===== src/rtl/spi_cfg_bank.sv =====
// spi_cfg_bank: SPI configuration slave with shifter, command FSM and byte-addressed bank.
// Define SPI_CFG_READBACK_EN to build READ (0x02); otherwise 0x02 is treated as an invalid opcode.
module spi_cfg_bank #(
    parameter int unsigned NUM_BYTES = 125,
    parameter int unsigned ADDR_W    = 16
) (
    input  logic                   SCLK,
    input  logic                   RESET,
    input  logic                   SS,
    input  logic                   MOSI,
    output logic                   MISO,
    output logic [NUM_BYTES*8-1:0] all_data_out,
    output logic                   data_valid_out,
    output logic                   cfg_write_strobe,
    output logic [ADDR_W-1:0]      cfg_write_addr,
    output logic                   spi_instruction_done,
    output logic                   err_flag
);

    localparam int unsigned       IdxW      = (NUM_BYTES > 1) ? $clog2(NUM_BYTES) : 1;
    localparam logic [ADDR_W-1:0] NumBytesA = ADDR_W'(NUM_BYTES);
    localparam logic [7:0]        OpWrite   = 8'h01;
    localparam logic [7:0]        OpClrErr  = 8'h03;
`ifdef SPI_CFG_READBACK_EN
    localparam logic [7:0]        OpRead    = 8'h02;
`endif

    typedef enum logic [2:0] {
        StCmd,
        StAddrH,
        StAddrL,
        StWdata,
        StDummy,
        StRdata,
        StIgnore
    } state_e;

    state_e            state_q, state_d;
    logic [2:0]        bit_cnt_q, bit_cnt_d;
    logic [6:0]        shift_q, shift_d;
    logic [7:0]        addr_h_q, addr_h_d;
    logic [ADDR_W-1:0] addr_q, addr_d;
    logic [ADDR_W-1:0] wr_addr_q, wr_addr_d;
    logic              err_q, err_d;
    logic              valid_q, valid_d;
    logic              strobe_q, strobe_d;
    logic              done_q, done_d;
    logic [7:0]        mem_q [NUM_BYTES];

    logic [7:0]        rx_byte;
    logic              byte_done;
    logic              addr_in_range;
    logic              mem_we;
    logic              err_set;
    logic              err_clr;

`ifdef SPI_CFG_READBACK_EN
    logic              is_read_q, is_read_d;
    logic [6:0]        tx_q, tx_d;
    logic              miso_q, miso_d;
    logic [ADDR_W-1:0] rd_addr;
    logic              rd_in_range;
    logic [7:0]        rd_byte;

    // Byte to present next: current address after the dummy byte, look-ahead while streaming.
    always_comb begin
        rd_addr     = (state_q == StRdata) ? addr_q + ADDR_W'(1) : addr_q;
        rd_in_range = (rd_addr < NumBytesA);
        rd_byte     = rd_in_range ? mem_q[rd_addr[IdxW-1:0]] : 8'h00;
    end
`endif

    assign addr_in_range = (addr_q < NumBytesA);

    always_comb begin
        state_d   = state_q;
        bit_cnt_d = bit_cnt_q;
        shift_d   = shift_q;
        addr_h_d  = addr_h_q;
        addr_d    = addr_q;
        wr_addr_d = wr_addr_q;
        valid_d   = 1'b0;
        strobe_d  = 1'b0;
        done_d    = 1'b0;
        mem_we    = 1'b0;
        err_set   = 1'b0;
        err_clr   = 1'b0;
        rx_byte   = {shift_q, MOSI};
        byte_done = 1'b0;
`ifdef SPI_CFG_READBACK_EN
        is_read_d = is_read_q;
        tx_d      = tx_q;
        miso_d    = 1'b0;
`endif

        if (SS) begin
            state_d   = StCmd;
            bit_cnt_d = '0;
            shift_d   = '0;
            done_d    = (state_q == StWdata) || (state_q == StDummy) || (state_q == StRdata);
        end else begin
            bit_cnt_d = bit_cnt_q + 3'd1;
            shift_d   = rx_byte[6:0];
            byte_done = (bit_cnt_q == 3'd7);
            valid_d   = byte_done;
`ifdef SPI_CFG_READBACK_EN
            if ((state_q == StRdata) && !byte_done) begin
                miso_d = tx_q[6];
                tx_d   = {tx_q[5:0], 1'b0};
            end
`endif
            if (byte_done) begin
                case (state_q)
                    StCmd: begin
                        if (rx_byte == OpWrite) begin
                            state_d = StAddrH;
`ifdef SPI_CFG_READBACK_EN
                        end else if (rx_byte == OpRead) begin
                            state_d = StAddrH;
`endif
                        end else begin
                            state_d = StIgnore;
                            if (rx_byte == OpClrErr) begin
                                err_clr = 1'b1;
                            end else begin
                                err_set = 1'b1;
                            end
                        end
`ifdef SPI_CFG_READBACK_EN
                        is_read_d = (rx_byte == OpRead);
`endif
                    end
                    StAddrH: begin
                        addr_h_d = rx_byte;
                        state_d  = StAddrL;
                    end
                    StAddrL: begin
                        addr_d = ADDR_W'({addr_h_q, rx_byte});
`ifdef SPI_CFG_READBACK_EN
                        state_d = is_read_q ? StDummy : StWdata;
`else
                        state_d = StWdata;
`endif
                    end
                    StWdata: begin
                        if (addr_in_range) begin
                            mem_we    = 1'b1;
                            strobe_d  = 1'b1;
                            wr_addr_d = addr_q;
                        end else begin
                            err_set = 1'b1;
                        end
                        addr_d = addr_q + ADDR_W'(1);
                    end
`ifdef SPI_CFG_READBACK_EN
                    StDummy, StRdata: begin
                        if (state_q == StRdata) begin
                            addr_d = addr_q + ADDR_W'(1);
                        end
                        state_d = StRdata;
                        miso_d  = rd_byte[7];
                        tx_d    = rd_byte[6:0];
                        if (!rd_in_range) begin
                            err_set = 1'b1;
                        end
                    end
`endif
                    default: ;
                endcase
            end
        end
    end

    // Set has priority so an error on the same edge is never lost.
    assign err_d = (err_q & ~err_clr) | err_set;

    always_ff @(posedge SCLK) begin
        if (RESET) begin
            state_q   <= StCmd;
            bit_cnt_q <= '0;
            shift_q   <= '0;
            addr_h_q  <= '0;
            addr_q    <= '0;
            wr_addr_q <= '0;
            err_q     <= 1'b0;
            valid_q   <= 1'b0;
            strobe_q  <= 1'b0;
            done_q    <= 1'b0;
            for (int unsigned k = 0; k < NUM_BYTES; k++) begin
                mem_q[k] <= 8'h00;
            end
        end else begin
            state_q   <= state_d;
            bit_cnt_q <= bit_cnt_d;
            shift_q   <= shift_d;
            addr_h_q  <= addr_h_d;
            addr_q    <= addr_d;
            wr_addr_q <= wr_addr_d;
            err_q     <= err_d;
            valid_q   <= valid_d;
            strobe_q  <= strobe_d;
            done_q    <= done_d;
            if (mem_we) begin
                mem_q[addr_q[IdxW-1:0]] <= rx_byte;
            end
        end
    end

`ifdef SPI_CFG_READBACK_EN
    always_ff @(posedge SCLK) begin
        if (RESET) begin
            is_read_q <= 1'b0;
            tx_q      <= '0;
            miso_q    <= 1'b0;
        end else begin
            is_read_q <= is_read_d;
            tx_q      <= tx_d;
            miso_q    <= miso_d;
        end
    end

    assign MISO = miso_q;
`else
    assign MISO = 1'b0;
`endif

    for (genvar k = 0; k < NUM_BYTES; k++) begin : g_flat
        assign all_data_out[8*k +: 8] = mem_q[k];
    end

    assign data_valid_out       = valid_q;
    assign cfg_write_strobe     = strobe_q;
    assign cfg_write_addr       = wr_addr_q;
    assign spi_instruction_done = done_q;
    assign err_flag             = err_q;

endmodule


===== config.mk =====
export PLATFORM = sky130hd
export DESIGN_NAME = spi_cfg_bank
export DESIGN_NICKNAME = d
export VERILOG_FILES = /design/src/rtl/spi_cfg_bank.sv
export SDC_FILE = /design/constraint.sdc
export NUM_CORES = 1
export LEC_CHECK = 0
export BUFFER_PORTS_ARGS = -buffer_cell sky130_fd_sc_hd__clkbuf_2
export CORE_AREA = 10 10 387 389
export CTS_BUF_LIST = sky130_fd_sc_hd__clkbuf_8
export CTS_CLUSTER_DIAMETER = 200
export DETAILED_ROUTE_END_ITERATION = 8
export DIE_AREA = 0 0 397 399
export PLACE_DENSITY = 0.58
export SETUP_SLACK_MARGIN = 0.2
export SLEW_MARGIN = 25
export SYNTH_ARGS = -nofsm -noshare
export SYNTH_HDL_FRONTEND = slang
export SYNTH_SLANG_ARGS = --single-unit

===== constraint.sdc =====
create_clock -name SCLK -period 4.1 [get_ports SCLK]
set_clock_uncertainty 0.15 [all_clocks]
set_input_delay 0.205 -clock SCLK [delete_from_list [all_inputs] [get_ports SCLK]]
set_output_delay 0.205 -clock SCLK [all_outputs]
set_load 0.01 [all_outputs]

==> flow_summary_export.csv, run 1 <==
group,metric,value,unit
yosys,synth_ff_type,"edfxtp_1",
die,coreArea,142400,um2
sta,fmax,0.2808,GHz
layout,syn_to_final_growth,28.47,%
clocking,post_cts_buffers,0,
yosys,syn_area,39530,um2
yosys,synth-edff-count,1000,
worst_setup_path,crit_path_cell_trace,"and3b_1 -> nand2_4 -> buf_4 -> nor4_2 -> or2_2",
sta,maxSlewViolCount,0,
yosys,synth_seq_cells,1057,
flow_run,max_cap_viol_count,0,
hold_path,worstHoldEndpoint,"addr_q[0]",
grt,first_global_vias,28650,
worst_setup_path,r2r-start,"state_q[1]",
place,port_buffers,1023,
pwr,peakVddDrop,0.3101,mV
yosys,yosysUniqueCellTypes,57,
sta,finalCriticalPeriod,3.562,ns
sta,fin_setup_tns,0,ns
clocking,ctsLongestPathBuffers,3,
worst_setup_path,cp_slowest_stage_delay,0.84,ns
die,rows,139,
sta,tightest_slew,0.9886,ns
clocking,htreeDepth,4,
clocking,clock-root-buffer,"clkbuf_8",
grt,grt_max_degree,73,
worst_setup_path,r2r_end,"mem_q[100][5]",
routing,first_pass_iters,6,
routing,wl,184.2,mm
yosys,synth.avg_cell_area,14.02,um2
worst_setup_path,start_kind,"flop",
clocking,cts_tree,"done",
sta,relSlewSlack,34.09,%
sta,fin_crit_sh,86.87,%
grt,grt_pass1_wl,244.0,mm
clocking,cts_resized,0,
layout,final_core_util,35.65,%
yosys,seq_area_frac_synth,78.85,%
worst_setup_path,crit_fanout,43,
routing,routed_via_density,4.817,
grt,grt.total_usage,22.25,%
pwr,power_density,460.6,nW/um2
grt,antenna_found_initial,9,
sta,grt_setup_unrepaired,"false",
clocking,clk_pin_slew,0.06,ns
yosys,synthCells,2820,
worst_setup_path,crit_path_top_delay_cell,"nor4_2",
die,ioPinCount,1025,
worst_setup_path,cp-end-kind,"flop",
die,start_util,27.75,%
sta,timing_hold_violations_final,0,
place,hpwl,136.0,mm
hold_path,min_from,"RESET",
layout,nNetsFinal,3963,
yosys,syn_nets,2828,
yosys,async_flop_share,0,%
routing,drc_errors,0,
die,die_area,158400,um2
routing,vias,28930,
routing,avgRoutedWirePerCell,30.67,um
worst_setup_path,rr_worst_depth,5,
layout,layout-drive-gt1-share,35.47,%
worst_setup_path,r2r_slack,0.54,ns
clocking,cts_buffers,178,
clocking,cts_sinks,1057,
routing,ant_nets,0,
yosys,yosysWarnings,0,
worst_setup_path,crit_arrival,4.04,ns
die,dieHeight,399,um
place,gp_congestion,0.8844,
hold_path,hp-class,"in2reg",
pwr,p_leak,18.46,nW
grt,grt_overflow,0,
hold_path,hold_path_depth,3,
worst_setup_path,worstPathRequired,4.57,ns
sta,setup_violations,0,
status,status,"completed",
clocking,insertion_delay,0.93,ns
worst_setup_path,worstSetupPathType,"reg2reg",
die,die_x,397,um
routing,first_iter_violations,2953,
==> cell type report <==
type / count / area [um2]
multi-input combinational: 1557 / 7553
timing repair buffer: 1154 / 6116
antenna: 7 / 17.52
clock inverter: 137 / 969.7
tap: 1903 / 2381
sequential: 1057 / 31190
inverter: 7 / 28.78
fill: 14000 / 91650
clock buffer: 184 / 2532
==> synth_stat cells (16+ instances only) <==
master       n  area [um2]
nand2_1    164       615.6
clkbuf_1   127       476.7
mux2i_1     18       180.2
nor3_1     163       815.8
nand3_1     20       100.1
dfxtp_1     57        1141
and2_1      86       538.0
a21o_1      68       510.5
o21ai_0     53       265.3
buf_2       39       195.2
buf_6       16       180.2
edfxtp_1  1000       30030
nor2_1     826        3100
==> routing by layer <==
| layer | GRT usage [%] | wire length [um] | vias to the layer above |
|---|---|---|---|
| li1 | - | - | 12290 |
| met3 | 7.482 | 18730 | 319 |
| met1 | 26.88 | 70520 | 14590 |
| met2 | 36.63 | 87850 | 1728 |
| met4 | 8.484 | 7054 | 4 |
| met5 | 0 | 23 | - |
==> critical path: cells and delay by family (launching register included) <==
kind	cells	cell delay (ns)
flops	1	0.45
buf+inv	1	0.43
simple gates	4	2.22
==> how the worst max path moves through the flow <==
stage / start / to / slack, ns / cells past startpoint
final: state_q[1] / mem_q[100][5] / 0.54 / 5
after global placement: state_q[1] / mem_q[100][0] / 0.61 / 5
after global routing: state_q[1] / mem_q[100][3] / 0.28 / 5
after detailed placement: state_q[1] / mem_q[100][2] / 0.48 / 5
after floorplan: bit_cnt_q[0] / mem_q[90][0] / 1.06 / 9
after CTS: state_q[1] / mem_q[100][5] / 0.48 / 5
==> what timing repair did <==
action,4_1_cts,5_1_grt
hold endpoints to repair,105,0
hold buffers,4,0
setup endpoints to repair,0,0
==> power breakdown <==
part           switching [W]  internal, W  leakage [nW]
Clock                0.00462      0.00486          1.95
Combinational       0.000969     0.000397          6.56
Sequential          0.000259       0.0123          9.96
==> state kept, by name (all words and copies together) (netlist names) <==
name	count
spi_instruction_done	1
shift_q	7
err_flag	1
cfg_write_addr	16
cfg_write_strobe	1
state_q	3
mem_q	1000
data_valid_out	1
addr_q	16
bit_cnt_q	3
addr_h_q	8
==> kinds of logic (layout without fill, tap and decap cells) <==
kind of cell / count (synthesis) / in the layout / share of synthesized area [%]
buf+inv: 206 / 1482 / 2.450
other cells: 1 / 8 / 0.009486
simple gates: 1360 / 1360 / 15.15
fa+ha+maj: 4 / 4 / 0.1266
flops: 1057 / 1057 / 78.85
mux: 18 / 18 / 0.4558
compound gates: 174 / 174 / 2.953
==> through the flow <==
step	hold slack (ns)	cell area, um2	instances	power, W	setup WS (ns)
detailed placement	0.2768	47220	5674	0.01416	0.4805
finish	0.08517	50790	6006	0.02339	0.5383
floorplan	0.1311	39530	2820	0.01315	1.064
CTS	0.02773	50760	5999	0.02356	0.4812
global placement	0.2752	47210	5674	0.01416	0.6085
global route	0.04328	50780	6003	0.02413	0.2803
==> cell usage in the layout, fill, tap and decap left out, drive strengths merged, types with 18 or more instances in the layout <==
cell,n
clkbuf,1205
edfxtp,1000
nor2,827
nand2,164
nor3,164
buf,129
and2,86
a21o,68
clkinv,64
inv,62
dfxtp,57
o21ai,53
nand3,20
nor4,20
mux2i,18
Note: power is estimated with default switching activity, not from simulation.
==> inputs of run 2 (changes only) <==
- ABC_AREA: unset -> 1
- CORE_AREA: 10 10 387 389 -> 10 10 393 395
- DIE_AREA: 0 0 397 399 -> 0 0 403 405
- GPL_TIMING_DRIVEN: unset -> 0
- PLACE_DENSITY: 0.58 -> 0.56
==> flow_summary_export.csv, run 2 <==
group,metric,value,unit
worst_setup_path,crit_fanout,10,
yosys,synth.avg_cell_area,13.65,um2
sta,finalCriticalPeriod,3.744,ns
die,dieHeight,405,um
grt,grt_pass1_wl,236.9,mm
routing,wl_met3,15.22,mm
routing,avgRoutedWirePerCell,29.32,um
routing,wl_met1,67.19,mm
yosys,synthAdderAreaFrac,0.1300,%
layout,nNetsFinal,4074,
yosys,synth_compound_area_share,0.9232,%
clocking,cts_tree,"done",
grt,grt_overflow,0,
yosys,synth_seq_cells,1057,
sta,setup_violations,0,
routing,routed_via_density,4.534,
pwr,p_seq_share,54.7,%
worst_setup_path,cp_slowest_stage_delay,0.59,ns
place,gp_congestion,0.8467,
yosys,synth_area_leaders,"edfxtp_1 78%, nor2_1 10%, dfxtp_1 3.0%",
die,die_area,163200,um2
worst_setup_path,worstPathRequired,4.46,ns
place,dpl_cell_area,46690,um2
pwr,p_int,0.01691,W
yosys,async_flop_share,0,%
pwr,peakVddDrop,0.3041,mV
yosys,yosysWarnings,0,
worst_setup_path,path_delay_family,"simple AND/OR/NAND/NOR gates",
hold_path,hp-class,"in2reg",
yosys,synth-edff-count,1000,
layout,fin_area,50370,um2
grt,antenna_found_initial,8,
routing,first_iter_violations,2707,
pwr,comb_power_share,5.4,%
die,die_x,403,um
pwr,switching_power,0.005690,W
layout,top_register,"mem_q",
yosys,yosysTopAreaCell,"edfxtp_1",
layout,layout_commonest_cell,"nor2_1",
die,start_util,26.22,%
routing,wl,179.9,mm
layout,final_cell_mix,"1069 x nor2_1, 1058 x clkbuf_2, 1000 x edfxtp_1",
pwr,p_total,0.02260,W
worst_setup_path,start_kind,"primary input",
layout,largest_reg_flops,1000,
pwr,switching_share,25.18,%
sta,fmax,0.2671,GHz
clocking,clock-root-buffer,"clkbuf_8",
pwr,power_frac_clock,39.9,%
clocking,htreeDepth,4,
yosys,muxShareOfSynthArea,0,%
yosys,synth_top_family_by_area,"simple AND/OR/NAND/NOR gates",
grt,grt.total_usage,21.15,%
worst_setup_path,crit_path_top_delay_cell,"dlygate4sd3_1",
flow_run,max_cap_viol_count,0,
die,rows,141,
yosys,seq_area_frac_synth,80.98,%
place,port_buffers,1022,
clocking,clk_pin_slew,0.06,ns
worst_setup_path,critPathBufInv,5,
pwr,p_leak,19.26,nW
yosys,synth_ff_type,"edfxtp_1",
routing,wl_met2,91.28,mm
yosys,synth.most_common_cell,"nor2_1",
yosys,synth.top_cell.area_share,78.01,%
yosys,synthCells,2819,
die,ioPinCount,1025,
clocking,cts_buffers,176,
layout,syn_to_final_growth,30.86,%
worst_setup_path,crit_arrival,4.10,ns
sta,grt_setup_unrepaired,"false",
status,status,"completed",
sta,tightest_slew,1.065,ns
routing,vias,27820,
clocking,cts_sinks,1057,
sta,fin_crit_sh,91.32,%
yosys,synth_xor_xnor_area_share,0.06826,%
die,coreArea,146800,um2
grt,grt_max_degree,17,
worst_setup_path,cp-end-kind,"flop",
worst_setup_path,crit_path_cell_trace,"dlygate4sd3_1 -> clkbuf_2 -> dlygate4sd3_1 -> inv_1 -> nand2_1 -> nor2_1 -> nand4_2 -> nor2_2 -> buf_4 -> nand3_2 -> nand2_1",
sta,maxSlewViolCount,0,
yosys,synth-simple-area-share,15.54,%
routing,topRoutingLayerUsed,"met4",
yosys,syn_area,38490,um2
yosys,synth_commonest_cells,"1076 x nor2_1, 1000 x edfxtp_1, 228 x nand2_1",
clocking,ctsLongestPathBuffers,3,
worst_setup_path,worstSetupPathType,"in2reg",
routing,first_pass_iters,7,
pwr,power_density,448.6,nW/um2
clocking,insertion_delay,0.91,ns
yosys,yosysUniqueCellTypes,29,
routing,ant_nets,0,
sta,relSlewSlack,29.00,%
sta,fin_setup_tns,0,ns
layout,layout-drive-gt1-share,34.49,%
sta,timing_hold_violations_final,0,
routing,drc_errors,0,
place,hpwl,136.6,mm
yosys,syn_nets,2827,
grt,first_global_vias,27760,
run 2: power by group through the flow:
stage / combinational (W) / clock, W / sequential [W]
detailed placement: 0.00125 / 0 / 0.0126
floorplan: 0.000214 / 0 / 0.0127
finish: 0.00122 / 0.00902 / 0.0123
global route: 0.00129 / 0.00966 / 0.0124
CTS: 0.00126 / 0.00919 / 0.0124
global placement: 0.00121 / 0 / 0.0126
run 2: per-stage QoR:
step                      setup slack, ns  hold slack, ns  instances  utilization (%)
after floorplan                     1.614          0.2026       2819                -
after global placement             -1.139          0.2558       5771            31.35
after detailed placement          -0.3444          0.2742       5796            31.81
after CTS                          0.2110         0.04377       6129            34.25
after global routing               0.2418          0.1012       6135            34.32
final                              0.3559          0.1819       6136            34.32
run 2: final timing paths:
path	from	endpoint	slack [ns]	depth (start not counted)
hold / removal	MOSI	addr_q[0]	0.18	4
hold reg to reg	bit_cnt_q[0]	bit_cnt_q[0]	0.28	1
setup reg to reg	bit_cnt_q[0]	mem_q[23][2]	0.39	9
setup / recovery	SS	mem_q[23][2]	0.36	11
run 2: layer usage:
layer  vias to the layer above  GRT usage, %
met5                         -             0
met4                         0         7.752
met3                       252         6.542
met2                      1417         36.90
met1                     14000         24.32
li1                      12150             -
run 2: kinds of logic (layout without fill, tap and decap cells):
kind of cell               Yosys count  in the layout
other                                1              3
adders and majority gates            4              4
AOI/OAI and AO/OA                   66             66
xor gates and xnor gates             3              3
DFF                               1057           1057
buffers and inverters              232           1617
and+or+nand+nor                   1456           1456
run 2: tightest hold or removal path: stages:
cell and delay [ns]:
dlygate4sd3_1 0.57, clkbuf_2 0.20, nand2_1 0.11, a31oi_1 0.08
run 2: repair_timing:
item,4_1_cts,5_1_grt
endpoints found under the hold margin,47,0
gates resized for setup,6,3
setup buffers,11,5
endpoints found under the setup margin,70,126
pin swaps,3,2
hold buffers,6,0
run 2: cell type report:
type,count,area (um2)
clock buffers,185,2546
well taps,1930,2415
multi-input cells,1530,6504
flip-flops and latches,1057,31170
inverters,75,281.5
diodes,2,5.005
plain buffers,157,671.9
fillers,14630,96410
repair buffers,1069,5984
clock inverters,131,793.3
